--- src/rtl/adsr_env.sv ---
// adsr_env
// ADSR envelope generator producing a 7-bit level (0..127).
// The level moves one step at a time. Each step takes a programmable
// number of rate ticks, and the count depends on the current phase.
//
// Ports
//   clk            system clock, all state updates on the rising edge
//   rst_n          asynchronous active-low reset
//   tick           one-cycle envelope-rate strobe that advances the period counter
//   gate           note on (1) / note off (0), level-sensitive
//   attack_time    ticks per +1 step while attacking
//   decay_time     ticks per -1 step while decaying
//   sustain_level  level held while the note is sustained
//   release_time   ticks per -1 step while releasing
//   env_out        current envelope level (registered)
//   env_strobe     one-cycle pulse in the cycle after env_out changes
//   state          IDLE=0, ATTACK=1, DECAY=2, SUSTAIN=3, RELEASE=4
//   active         high whenever the envelope is not idle
module adsr_env #(
  parameter int TIME_W = 32
) (
  input  logic              clk,
  input  logic              rst_n,
  input  logic              tick,
  input  logic              gate,
  input  logic [TIME_W-1:0] attack_time,
  input  logic [TIME_W-1:0] decay_time,
  input  logic [6:0]        sustain_level,
  input  logic [TIME_W-1:0] release_time,
  output logic [6:0]        env_out,
  output logic              env_strobe,
  output logic [2:0]        state,
  output logic              active
);

  typedef enum logic [2:0] {
    IDLE    = 3'd0,
    ATTACK  = 3'd1,
    DECAY   = 3'd2,
    SUSTAIN = 3'd3,
    RELEASE = 3'd4
  } state_t;

  state_t            st;
  logic              gate_d;
  logic [TIME_W-1:0] counter;
  logic [TIME_W-1:0] period_sel;
  logic [TIME_W-1:0] last_count;
  logic [6:0]        env_prev;
  logic              rise;
  logic              fall;
  logic              step;

  // Gate edges come from the live gate input and the level registered on the
  // previous edge. Because gate_d clears on reset, a gate held high through
  // reset release counts as a fresh note-on.
  assign rise = gate & ~gate_d;
  assign fall = ~gate & gate_d;

  // Pick the step period for the current phase. A period of zero behaves
  // like one, so the final count index is period-1, clamped at zero.
  always_comb begin
    period_sel = '0;
    case (st)
      ATTACK:  period_sel = attack_time;
      DECAY:   period_sel = decay_time;
      RELEASE: period_sel = release_time;
      default: period_sel = '0;
    endcase
  end

  assign last_count = (period_sel == '0) ? '0 : period_sel - TIME_W'(1);

  // The compare uses >= so that shortening the period mid-phase steps on the
  // next tick instead of waiting for the counter to wrap.
  assign step = tick && (counter >= last_count);

  // Main envelope state machine. Gate edges override any level step in the
  // same cycle. Within a phase, the counter clears on a step, advances on a
  // tick, and holds otherwise. A phase whose end level is reached by a step
  // changes state on that same edge, so the level and the state agree.
  always_ff @(posedge clk or negedge rst_n) begin
    if (!rst_n) begin
      st       <= IDLE;
      env_out  <= '0;
      env_prev <= '0;
      counter  <= '0;
      gate_d   <= 1'b0;
    end else begin
      gate_d   <= gate;
      env_prev <= env_out;
      if (rise) begin
        st      <= ATTACK;
        counter <= '0;
      end else if (fall && (st == ATTACK || st == DECAY || st == SUSTAIN)) begin
        st      <= RELEASE;
        counter <= '0;
      end else begin
        case (st)
          ATTACK: begin
            if (env_out == 7'd127) begin
              st      <= DECAY;
              counter <= '0;
            end else if (step) begin
              env_out <= env_out + 7'd1;
              counter <= '0;
              if (env_out == 7'd126) st <= DECAY;
            end else if (tick) begin
              counter <= counter + TIME_W'(1);
            end
          end
          DECAY: begin
            if (env_out <= sustain_level) begin
              st      <= SUSTAIN;
              env_out <= sustain_level;
              counter <= '0;
            end else if (step) begin
              env_out <= env_out - 7'd1;
              counter <= '0;
              if ((env_out - 7'd1) <= sustain_level) st <= SUSTAIN;
            end else if (tick) begin
              counter <= counter + TIME_W'(1);
            end
          end
          SUSTAIN: begin
            env_out <= sustain_level;
            counter <= '0;
          end
          RELEASE: begin
            if (env_out == 7'd0) begin
              st      <= IDLE;
              counter <= '0;
            end else if (step) begin
              env_out <= env_out - 7'd1;
              counter <= '0;
              if (env_out == 7'd1) st <= IDLE;
            end else if (tick) begin
              counter <= counter + TIME_W'(1);
            end
          end
          default: begin
            st      <= IDLE;
            env_out <= '0;
            counter <= '0;
          end
        endcase
      end
    end
  end

  // The strobe and active flag come only from registers. The strobe is high
  // for the single cycle in which env_out differs from its previous value.
  assign env_strobe = (env_out != env_prev);
  assign active     = (st != IDLE);
  assign state      = st;

endmodule

--- config.mk ---
export PLATFORM = sky130hd
export DESIGN_NAME = adsr_env
export DESIGN_NICKNAME = d
export VERILOG_FILES = /design/src/rtl/adsr_env.sv
export SDC_FILE = /design/constraint.sdc
export NUM_CORES = 1
export LEC_CHECK = 0
export ABC_AREA = 1
export CORE_MARGIN = 10
export CORE_UTILIZATION = 54
export DETAILED_ROUTE_END_ITERATION = 6
export PLACE_DENSITY = 0.85
export SKIP_CTS_REPAIR_TIMING = 1
export SLEW_MARGIN = 30
export SYNTH_ARGS = -nofsm -noshare
export SYNTH_HDL_FRONTEND = slang
export SYNTH_SLANG_ARGS = --single-unit
--- constraint.sdc ---
create_clock -name clk -period 4.9 [get_ports clk]
set_input_delay 0.98 -clock clk [delete_from_list [all_inputs] [get_ports clk]]
set_output_delay 0.98 -clock clk [all_outputs]
set_load 0.02 [all_outputs]
==> results.txt <==
The overall via count from detail_route is 6,781. STA puts the critical path data required time at 5090 ps. The most numerous cell type found on the critical path is sky130_fd_sc_hd__nand2_1.

The later-pin clock latency in the skew report is 310 ps. The time the final worst path needs with I/O delays and setup came out at 4380 ps. In the final layout, the share of cells above drive strength 1 is 0.0981. The number of instances in the placed design is 1,227. Among all stages on the critical path, the largest delay is contributed by sky130_fd_sc_hd__dfrtp_1.

After clock tree synthesis, the clock-pin slew on the worst setup and hold paths is 70 ps. The max-slew violation count came out at 0. The total die area came out at 16,200 µm². The number of fillers in the final layout came out at 1,010.

For this run, the total global-route usage over all layers was measured as 0.241. Entering global routing, the biggest net connects 34 pins. The path with the worst hold slack has its endpoint at counter[0]$_DFF_PN0_. The logic depth of the worst register-to-register path is 28.

The number of optimization iterations in the first detailed-route pass came out at 6. The remaining antenna violation count came out at 0. The endpoint identified for the worst register-to-register timing path is env_out[0]$_DFFE_PN0P_.

The maximum resistive drop on vdd is 0.371 mV. The dominant cell type by area after synthesis is sky130_fd_sc_hd__dfrtp_1. Measured along the x axis, the die boundary spans 127 µm. The number of enable-type register cells in the synthesized netlist is 0. Setup violations remaining at the end of the flow were counted as 0. The first global-routing pass estimated 32,300 µm of wire. The async set-or-reset flop fraction in the synthesized netlist came out at 1.00. The data arrival at the endpoint of the critical path is 4570 ps. The initial antenna violation count came out at 0. The tightest min-delay check is of the reg -> reg type. Setup repair after global routing left no endpoint under its margin. The total congestion overflow after global routing came out at 0. The total half-perimeter wirelength after legalization and detailed placement is 15,900 µm. Of the synthesized area, sequential elements account for 0.201.

The sum of negative setup slack is 0 ps. The final non-filler cell total is 1,234. Total power for the finished layout comes to 3870 µW. For this run, the post-layout net count is 1,251. Of all nets on the critical path, the largest fanout is 31. After synthesis the netlist holds a flip-flop and latch count of 50. The run finished with clean final reports.

The starting utilization of the core area came out at 0.549. The largest single stage delay on the critical path is 480 ps. The synthesis warning total is 0. The number of core rows came out at 39. The worst register-to-register path begins at state[0]$_DFFE_PN0P_. The worst setup path is captured at a flop. The critical path contains buffers and inverters numbering 5 combined. The worst setup path is launched from a flop. 119 I/O pins were placed. Of the post-synthesis cell area, the dominant cell type holds 0.201. After detailed routing, the average wire length per cell comes to 15.9 µm.

The count of buffers added on input and output ports is 118. The power density over cell area came out at 506 nW/µm². The number of global-route vias before repair came out at 6,644.

The relative slew slack is 0.561. The detailed-route wire length came out at 19,600 µm. For the final database, setup skew stands at 8.17 ps. The chip height came out at 127 µm. In this run the most critical hold path is launched from counter[0]$_DFF_PN0_.

The number of H-tree levels is 2. Broken down by cell family, the worst path's largest delay share belongs to simple AND/OR/NAND/NOR gates. The maximum number of buffers from clock root to sink is 2. The worst-margin pin slew came out at 657 ps. Based on the critical path, the design can be clocked at up to 228 MHz. The vias per cell came out at 5.50. The worst hold path passes through 2 cells. The worst setup path is of the reg -> reg kind. The detailed-route DRC error count is 0. The violation count after the first detailed-routing iteration is 589.

The repair_antennas step left the layout with diodes totalling 0. The library cell used as clock root buffer is sky130_fd_sc_hd__clkbuf_16. The number of distinct standard cells referenced by the synthesized netlist came out at 46. The leakage power total is 0.00383 µW.

Yosys attributes the largest share of cell area to sky130_fd_sc_hd__dfrtp_1, sky130_fd_sc_hd__nand2_1, sky130_fd_sc_hd__ha_1, sky130_fd_sc_hd__inv_1, sky130_fd_sc_hd__nor2_1. After synthesis, the mean cell area works out to 6.37 µm². After synthesis, the most frequently instantiated cells are sky130_fd_sc_hd__nand2_1, sky130_fd_sc_hd__inv_1, sky130_fd_sc_hd__nor2_1. The synthesized netlist net count came out at 1,135. The CTS sink count came out at 50. Of the available clock period, the critical path in the final layout requires 0.895. TritonCTS built the clock tree. Relative to the synthesized area, the layout overhead comes to 23.1%. The hold violation count in the final report came out at 0. The cell count after synthesis came out at 975.

The clock buffer count from CTS is 5. The placeable core region came out at 11,300 µm². The max-capacitance violation count came out at 0.

The worst setup path startpoint is state[0]$_DFFE_PN0P_. The most used flip-flop cell after synthesis is sky130_fd_sc_hd__dfrtp_1. The post-synthesis cell area is 6210 µm². The final weighted congestion of routability-driven global placement is 1.02.

sky130_fd_sc_hd__nand2_1 is the most common cell in the netlist. The setup slack on the worst flop-to-flop path came out at 520 ps.
-- layer usage --
metal | track usage | vias to the layer above | wire length [µm]
li1 | - | 3383 | -
met1 | 0.277 | 3043 | 7620
met2 | 0.428 | 288 | 9910
met3 | 0.0492 | 67 | 1390
met4 | 0.0938 | 0 | 664
met5 | 0 | - | 0
-- stage by stage --
stage	util	setup WS (ps)	instance area (µm²)	hold slack, ps
after global routing	0.675	48.2	7640	614
after CTS	0.675	382	7640	581
after global placement	0.663	377	7500	567
final	0.675	515	7640	574
after detailed placement	0.663	280	7500	572
after floorplan	-	1090	6210	532
-- cell usage in the layout (no fill, tap or decap), drive strengths merged, types with 13 or more instances in the layout --
master,n
a21oi,37
buf,13
inv,131
and3,19
nand2,317
nor3,21
nand3,82
ha,53
nand4,19
clkdlybuf4s50,117
nor2,117
xor2,22
dfrtp,50
o21ai,30
-- area by class of cell --
class	count	area, µm²	share of cell area
clock inverter	2	15.0	0.00196
tap	143	179	0.0234
clock buffer	5	125	0.0164
multi-input combinational	772	4310	0.564
timing repair buffer	130	1270	0.166
sequential	50	1250	0.164
inverter	132	498	0.0651
-- flip-flops by register name, summed over array words and instances, names as in the netlist --
name / count
state: 3
counter: 32
env_out: 7
gate_d: 1
env_prev: 7
-- where the power goes --
| part | internal (µW) | leakage, µW | switching (µW) | total [µW] |
|---|---|---|---|---|
| clock network | 187 | 0.0000619 | 167 | 354 |
| registers | 463 | 0.000686 | 98.9 | 562 |
| logic | 1030 | 0.00309 | 1920 | 2950 |
| total | 1680 | 0.00383 | 2190 | 3870 |
-- worst reg2reg max path, delay by kind of cell, from the launching register on --
family	cells	cell delay [ps]
flops	1	480
simple gates	20	2230
buf+inv	5	840
compound gates	2	370
fa+ha+maj	1	330
-- how the worst max path moves through the flow --
stage	cells past startpoint	endpoint
2_1_floorplan	27	env_out[1]$_DFFE_PN0P_
3_3_place_gp	27	env_out[2]$_DFFE_PN0P_
3_5_place_dp	29	env_out[0]$_DFFE_PN0P_
4_1_cts	30	env_out[0]$_DFFE_PN0P_
5_1_grt	30	env_out[2]$_DFFE_PN0P_
6_report	28	env_out[0]$_DFFE_PN0P_
-- cells by family after synthesis --
logic type / synth area share
adder cells (fa/ha/maj): 0.107
XOR/XNOR: 0.0479
AO/OA/AOI/OAI: 0.0896
flip-flops: 0.201
buffers and inverters: 0.105
AND/OR/NAND/NOR: 0.450
Power figures use the tool's default switching activity.
